[src/rtl/kgp_trace_buffer.sv]
// kgp_trace_buffer
//
// Capture/trace unit for the KGP_RISC `rout` output bus. It records observed
// output-register values into a FIFO, optionally tagged with a free-running
// cycle timestamp. A bench or debug host drains the FIFO through a show-ahead
// valid/ready port.
//
// Optional feature macro: TRACE_TS_EN
//   defined   : timestamp counter present; each entry stores TS_W timestamp
//               bits, which appear on rd_ts.
//   undefined : no counter and no timestamp storage; rd_ts is tied to 0.
//
// Parameters
//   DATA_W : width of the captured value (matches CPU rout)
//   DEPTH  : FIFO entries, power of two, >= 2
//   TS_W   : timestamp counter width
//
// Ports
//   clk        in   system clock, rising edge
//   reset      in   asynchronous active-low reset
//   rout_in    in   value observed from CPU rout
//   cap_en     in   capture enable
//   cap_mode   in   0 = capture on change, 1 = capture every enabled cycle
//   wrap_mode  in   0 = drop new sample when full, 1 = overwrite oldest
//   rd_valid   out  FIFO head valid
//   rd_ready   in   consumer accepts head
//   rd_data    out  head value (0 while empty)
//   rd_ts      out  head timestamp (0 while empty or feature disabled)
//   count      out  current occupancy
//   overflow   out  sticky: at least one entry lost or overwritten
//   clr_ovf    in   synchronous clear of overflow
module kgp_trace_buffer #(
  parameter int DATA_W = 32,
  parameter int DEPTH  = 16,
  parameter int TS_W   = 16
) (
  input  logic                       clk,
  input  logic                       reset,
  input  logic [DATA_W-1:0]          rout_in,
  input  logic                       cap_en,
  input  logic                       cap_mode,
  input  logic                       wrap_mode,
  output logic                       rd_valid,
  input  logic                       rd_ready,
  output logic [DATA_W-1:0]          rd_data,
  output logic [TS_W-1:0]            rd_ts,
  output logic [$clog2(DEPTH):0]     count,
  output logic                       overflow,
  input  logic                       clr_ovf
);

  localparam int PTR_W = $clog2(DEPTH);
  localparam int CNT_W = PTR_W + 1;
  localparam logic [CNT_W-1:0] FULL_CNT = CNT_W'(DEPTH);

  // Control state (asynchronously reset)
  logic [PTR_W-1:0]  wr_ptr_q, wr_ptr_d;
  logic [PTR_W-1:0]  rd_ptr_q, rd_ptr_d;
  logic [CNT_W-1:0]  count_q, count_d;
  logic              overflow_q, overflow_d;
  logic              prev_valid_q, prev_valid_d;

  // Data state (never reset; prev_value is only meaningful when prev_valid)
  logic [DATA_W-1:0] prev_value_q, prev_value_d;
  logic [DATA_W-1:0] mem_data_q [DEPTH];

  // Per-cycle decisions
  logic capture;
  logic empty;
  logic full;
  logic pop;
  logic wr_en;
  logic lose_head;
  logic ovf_set;

  always_comb begin
    capture   = cap_en && (cap_mode || !prev_valid_q || (rout_in != prev_value_q));
    empty     = (count_q == '0);
    full      = (count_q == FULL_CNT);
    pop       = !empty && rd_ready;
    wr_en     = 1'b0;
    lose_head = 1'b0;
    ovf_set   = 1'b0;

    if (capture) begin
      if (!full || pop) begin
        // A pop in the same cycle frees a slot, so a full FIFO loses nothing.
        wr_en = 1'b1;
      end else begin
        ovf_set = 1'b1;
        if (wrap_mode) begin
          // Overwrite: the tail slot is the current head, so both advance.
          wr_en     = 1'b1;
          lose_head = 1'b1;
        end
      end
    end

    wr_ptr_d = wr_en ? (wr_ptr_q + PTR_W'(1)) : wr_ptr_q;
    rd_ptr_d = (pop || lose_head) ? (rd_ptr_q + PTR_W'(1)) : rd_ptr_q;

    // An overwrite both adds and removes an entry, so it leaves count alone.
    count_d = count_q;
    case ({wr_en && !lose_head, pop})
      2'b10:   count_d = count_q + CNT_W'(1);
      2'b01:   count_d = count_q - CNT_W'(1);
      default: count_d = count_q;
    endcase

    // Setting wins over a simultaneous clear.
    if (ovf_set) begin
      overflow_d = 1'b1;
    end else if (clr_ovf) begin
      overflow_d = 1'b0;
    end else begin
      overflow_d = overflow_q;
    end

    prev_value_d = cap_en ? rout_in : prev_value_q;
    prev_valid_d = cap_en ? 1'b1    : prev_valid_q;
  end

  always_ff @(posedge clk or negedge reset) begin
    if (!reset) begin
      wr_ptr_q     <= '0;
      rd_ptr_q     <= '0;
      count_q      <= '0;
      overflow_q   <= 1'b0;
      prev_valid_q <= 1'b0;
    end else begin
      wr_ptr_q     <= wr_ptr_d;
      rd_ptr_q     <= rd_ptr_d;
      count_q      <= count_d;
      overflow_q   <= overflow_d;
      prev_valid_q <= prev_valid_d;
    end
  end

  always_ff @(posedge clk) begin
    prev_value_q <= prev_value_d;
    if (wr_en) begin
      mem_data_q[wr_ptr_q] <= rout_in;
    end
  end

  assign rd_valid = !empty;
  assign rd_data  = empty ? '0 : mem_data_q[rd_ptr_q];
  assign count    = count_q;
  assign overflow = overflow_q;

`ifdef TRACE_TS_EN
  logic [TS_W-1:0] ts_q, ts_d;
  logic [TS_W-1:0] mem_ts_q [DEPTH];

  // Free-running; wraps modulo 2^TS_W without a flag.
  always_comb begin
    ts_d = ts_q + TS_W'(1);
  end

  always_ff @(posedge clk or negedge reset) begin
    if (!reset) begin
      ts_q <= '0;
    end else begin
      ts_q <= ts_d;
    end
  end

  always_ff @(posedge clk) begin
    if (wr_en) begin
      mem_ts_q[wr_ptr_q] <= ts_q;
    end
  end

  assign rd_ts = empty ? '0 : mem_ts_q[rd_ptr_q];
`else
  assign rd_ts = '0;
`endif

endmodule

[config.mk]
export PLATFORM = sky130hd
export DESIGN_NAME = kgp_trace_buffer
export DESIGN_NICKNAME = d
export VERILOG_FILES = /design/src/rtl/kgp_trace_buffer.sv
export SDC_FILE = /design/constraint.sdc
export NUM_CORES = 1
export LEC_CHECK = 0
export CAP_MARGIN = 25
export CORE_UTILIZATION = 58
export CTS_BUF_LIST = sky130_fd_sc_hd__clkbuf_8 sky130_fd_sc_hd__clkbuf_16
export DETAILED_ROUTE_END_ITERATION = 8
export HOLD_SLACK_MARGIN = 0.06
export PLACE_DENSITY = 0.87
export SYNTH_ARGS = -nofsm -noshare
export SYNTH_HDL_FRONTEND = slang
export SYNTH_SLANG_ARGS = --single-unit
[constraint.sdc]
create_clock -name clk -period 5.1 [get_ports clk]
set_input_delay 1.02 -clock clk [delete_from_list [all_inputs] [get_ports clk]]
set_output_delay 1.02 -clock clk [all_outputs]
set_load 0.02 [all_outputs]
### Yosys cells after proc, flatten, opt, wreduce, memory -nomap -nowiden

Memory sizes are Yosys's and may differ from the RTL's.
Index checks and enable logic that the tools add are counted.
W data, S select, Z words.

* bits of input ports: 39
* memories: 1
* flip-flop bits (word level): 47
* output and inout port bits: 55
* word-level logic and storage cells: 42
* memory bits (writable): 512

* add/sub/neg operators: 4
* eq/ne operators: 4
* reduce and logical (&&, ||, !) cells: 14
* multiplexer cells: 13

Memories
* mem_data_q: words 16, bits a word 32, read ports 1, clocked after Yosys merged registers in 0, write ports 1, line 65 `logic [DATA_W-1:0] mem_data_q [DEPTH];`

Operators with widths (count)
* $mux W32: 1
* $ne A32 B32 Y1: 1
* $mux W1: 11
* $pmux W5 S2: 1
* $add A4 B1 Y4 const B: 2
* $add A5 B1 Y5 const B: 1
* $eq A5 B5 Y1 const B: 1
* $logic_not A5 Y1: 1
* $sub A5 B1 Y5 const B: 1
* $logic_not A1 Y1: 4
* $logic_or A1 B1 Y1: 4
* $reduce_bool A2 Y1: 2
* $logic_and A1 B1 Y1: 3
* $eq A2 B1 Y1 const B: 1
* $eq A2 B2 Y1 const B: 1

### Logic depth before layout (Yosys ltp)

* depth after elaboration: 10
* mapped depth: 15
* mapped depth without buffers: 14

### Least setup slack after synthesis

No wires, ideal clock.

* path type: input to register
* start point: input rout_in[27]
* end point: memory mem_data_q[9][0], enable pin
* path slack: 0.603 ns
* stages on the path: 6
* library setup time: 0.461 ns
* buffers on the path: 0
* data arrival time: 4.036 ns
* path through: inv_1 > o21ai_0 > nor4_4 > nand3_4 > nand3_1 > nor3_1

* longest elaborated chain between the ends: 6

Ends and longest elaborated chain
* start, declared: line 39 `input logic [DATA_W-1:0] rout_in,`
* $ne A32 B32 Y1: line 77 `capture = cap_en && (cap_mode || !prev_valid_q || (rout_in != prev_value_q));`
* $logic_or A1 B1 Y1: line 77
* $logic_and A1 B1 Y1: line 77
* $mux W1: line 85 `if (capture) begin`
* $mux W1: line 141 `if (wr_en) begin`
* $mux W1 (implied by the code): line 142 `mem_data_q[wr_ptr_q] <= rout_in;`
* end, declared: line 65

Every way passes these cells.

### Final worst setup path

* start point: register rd_ptr_q[0]
* end point: output rd_data[23]

* longest elaborated chain between the ends: 2

Ends and longest elaborated chain
* start, declared: line 58 `logic [PTR_W-1:0] rd_ptr_q, rd_ptr_d;`
* start signal, assigned: line 132 `rd_ptr_q <= rd_ptr_d;`
* $mem_v2 Z16 W32
* $mux W32: line 147 `assign rd_data = empty ? '0 : mem_data_q[rd_ptr_q];`
* end, declared: line 45 `output logic [DATA_W-1:0] rd_data,`

Every way passes these cells.

==> flow_summary.toml <==
[clock_tree]
worstSkewPairLatency_ps = 560
ctsHtreeMaxLevel = 2
postCtsResizedCells = 0
cts-buffers-inserted = 52
cts_hold_buf = 0
clockBufferDepth = 3
cts_setup_buffers = 0
cts_tree = "yes"
clkTransAtPathRegs_ps = 60
cts_sinks = 559
ctsRootBufferMaster = "sky130_fd_sc_hd__clkbuf_16"

[logic_synthesis]
synth-seq-area-share_pct = 76.5
yosysWarnings = 0
synth_area_per_cell_um2 = 22.9
synth_top_flop_cell = "sky130_fd_sc_hd__edfxtp_1"
syn_area_um2 = 21800
asyncSetResetFlopFracSynth_pct = 2.68
ys_ff_latch = 559
synth_cells = 952
synth_enable_flop_cells = 544
synthDistinctLibCells = 45

[global_routing]
grt_first_pass_wirelength_mm = 73.8
grt_start_max_net_pins = 63
grt_antenna_before_repair = 1
grt.overflow.total = 0
track_usage_pct = 27.2
first_global_vias = 11200

[place]
port_buffers = 77
half_perimeter_wire_length_of_the_detailed_placement_result_mm = 27.0
numPlacedInstances = 1553
routabilityCongestion = 0.730

[timing]
finalHoldWorstSlack_ps = 468
period_minus_slack_ps = 4650
hold_viol_final = 0
finalCritPeriodShare_pct = 91.1
clock_skews_ps = 12.7
setup_repair_after_global_routing_missed_its_margin = "no"
slew_violations = 0
final.setup.tns_ps = 0
max_freq_mhz = 215
max-slew-margin-rel_pct = 42.0
setup-violations-final = 0
tightestPinTransition_ps = 857

[critical_path]
critical_path.n_buffers_inverters = 2
cpMostUsedCell = "sky130_fd_sc_hd__mux4_2"
crit_path_max_fanout = 27
worst_setup_path_start_kind = "register"
cp_cell_sequence = "buf_4 > mux4_2 > mux4_2 > and2_1 > clkdlybuf4s50_1"
timing.critical_path.slowest_stage_cell = "sky130_fd_sc_hd__dfrtp_4"
timing.critical_path.arrival_ps = 3630
setup.worst_path.class = "register to primary output"
crit_path_end_kind = "primary output"
critPathTopFamily = "multiplexers"
cp_data_required_time_ps = 4080
r2r_setup_slack_ps = 1440
timing.critical_path.slowest_cell_delay_ps = 850

[routing]
avgRoutedWirePerCell_um = 30.6
drt_iter0_drc = 1268
route.final.wire_length_mm = 50.4
route.detailed.drc = 0
ant_nets = 0
firstDrtPassIters = 5
routed-via-count = 10500
viasPerCell = 6.39

[power]
power_per_cell_area_nw_per_um2 = 560
cellLeakagePower_nw = 8.14
power.ir.vdd_worst_mv = 0.338

[final_layout]
final_net_count = 1151
num_antenna_cells = 0
drive_gt1_share_pct = 29.5
areaGrowthSynthToFinish_pct = 16.2
final-instance-count-excl-fill = 1648

[floorplan]
initial_core_util_pct = 59.2
die_height_um = 196
standard_cell_core_area_um2 = 36900
floorplan_die_width_um = 196
core.rowCount = 70
die_area_um2 = 38400
num_io_pins = 94

[hold_path]
hold_path.class = "register to register"

[status]
status = "completed"

[job]
max_capacitance_violation_count = 0
==> stage by stage <==
step / utilization [%] / setup slack, ps / power (mW) / instance area [um2]
finish: 68.8 / 453 / 14.2 / 25400
global route: 68.8 / 353 / 14.7 / 25400
detailed placement: 64.4 / 342 / 10.5 / 23700
CTS: 68.8 / 413 / 14.3 / 25400
global placement: 64.3 / 359 / 10.4 / 23700
floorplan: - / 603 / 8.79 / 21900
==> area by class of cell <==
class / instances / area (um2)
fill: 2126 / 11500
sequential: 559 / 16700
clock buffer: 53 / 1330
tap: 504 / 631
clock inverter: 42 / 309
inverter: 6 / 22.5
multi-input combinational: 342 / 4980
timing repair buffer: 142 / 1390
==> cell families (layout without fill, tap and decap cells) <==
| kind of cell | Yosys count | count (layout) | synth area share (%) |
|---|---|---|---|
| adder cells (fa/ha/maj) | 9 | 9 | 0.516 |
| buffers and inverters | 66 | 243 | 1.47 |
| XOR/XNOR | 44 | 44 | 1.76 |
| flip-flops | 559 | 559 | 76.5 |
| multiplexers | 163 | 163 | 16.7 |
| AO/OA/AOI/OAI | 17 | 17 | 0.550 |
| other | 1 | 16 | 0.0172 |
| AND/OR/NAND/NOR | 93 | 93 | 2.50 |
==> worst paths after layout <==
check,end,startpoint,depth (start not counted)
hold / removal,prev_valid_q,prev_valid_q,1
max in group asynchronous,rd_ptr_q[1],reset,1
hold reg to reg,prev_valid_q,prev_valid_q,1
min in group asynchronous,prev_valid_q,reset,1
setup reg to reg,count[4],prev_value_q[0],14
setup / recovery,rd_data[23],rd_ptr_q[0],5
==> flip-flops by register name, summed over array words and instances (netlist names) <==
register and flops:
mem_data_q 512, prev_value_q 32, count 5, rd_ptr_q 4, wr_ptr_q 4, overflow 1
prev_valid_q 1
==> per-layer routing <==
metal  part of all wire [%]  wire [um]  GRT usage (%)  vias up
li1                       -          -              -     4244
met1                     36      18400           36.6     5491
met2                     53      26500           47.0      700
met3                    8.5       4300           3.94       97
met4                    2.5       1280           8.19        0
met5                      0          0              0        -
==> report_power, final <==
part | leakage, nW | total (mW) | internal, mW | switching [mW]
sequential | 5.11 | 5.92 | 5.54 | 0.372
combinational | 2.20 | 4.57 | 2.36 | 2.20
clock | 0.829 | 3.74 | 2.09 | 1.65
total | 8.14 | 14.2 | 10.0 | 4.23
==> Yosys cell counts (6+ instances only) <==
cell type / n / area [um2]
sky130_fd_sc_hd__nand2_1: 7 / 26.3
sky130_fd_sc_hd__clkbuf_1: 26 / 97.6
sky130_fd_sc_hd__nand3_1: 10 / 50.1
sky130_fd_sc_hd__inv_1: 6 / 22.5
sky130_fd_sc_hd__edfxtp_1: 544 / 16300
sky130_fd_sc_hd__nor2_1: 19 / 71.3
sky130_fd_sc_hd__buf_1: 7 / 26.3
sky130_fd_sc_hd__xnor2_1: 34 / 298
sky130_fd_sc_hd__buf_4: 16 / 120
sky130_fd_sc_hd__xor2_1: 10 / 87.6
sky130_fd_sc_hd__dfrtp_1: 15 / 375
sky130_fd_sc_hd__nand4_1: 8 / 50.1
sky130_fd_sc_hd__buf_2: 11 / 55.1
sky130_fd_sc_hd__mux4_2: 160 / 3600
sky130_fd_sc_hd__and2_1: 33 / 206
sky130_fd_sc_hd__ha_1: 9 / 113
==> cell usage in the layout, fill, tap and decap left out, types with 2 or more instances in the layout <==
cell type and count:
sky130_fd_sc_hd__edfxtp_1 544, sky130_fd_sc_hd__mux4_2 160, sky130_fd_sc_hd__clkdlybuf4s50_1 76, sky130_fd_sc_hd__buf_4 54, sky130_fd_sc_hd__clkbuf_16 53, sky130_fd_sc_hd__xnor2_1 34
sky130_fd_sc_hd__and2_1 33, sky130_fd_sc_hd__clkinv_2 18, sky130_fd_sc_hd__conb_1 16, sky130_fd_sc_hd__nor2_4 14, sky130_fd_sc_hd__inv_1 12, sky130_fd_sc_hd__dfrtp_1 11
sky130_fd_sc_hd__buf_12 11, sky130_fd_sc_hd__xor2_1 10, sky130_fd_sc_hd__nand3_1 10, sky130_fd_sc_hd__ha_1 9, sky130_fd_sc_hd__nand4_1 8, sky130_fd_sc_hd__clkinv_1 8
sky130_fd_sc_hd__nand2_1 7, sky130_fd_sc_hd__nor2_1 5, sky130_fd_sc_hd__clkinvlp_4 5, sky130_fd_sc_hd__a21oi_1 4, sky130_fd_sc_hd__bufinv_16 4, sky130_fd_sc_hd__o21ai_0 2
sky130_fd_sc_hd__nor3_2 2, sky130_fd_sc_hd__mux2_2 2, sky130_fd_sc_hd__and3_1 2, sky130_fd_sc_hd__dfrtp_4 2, sky130_fd_sc_hd__dfrtp_2 2
No activity file was read; power rests on OpenSTA's default activity.
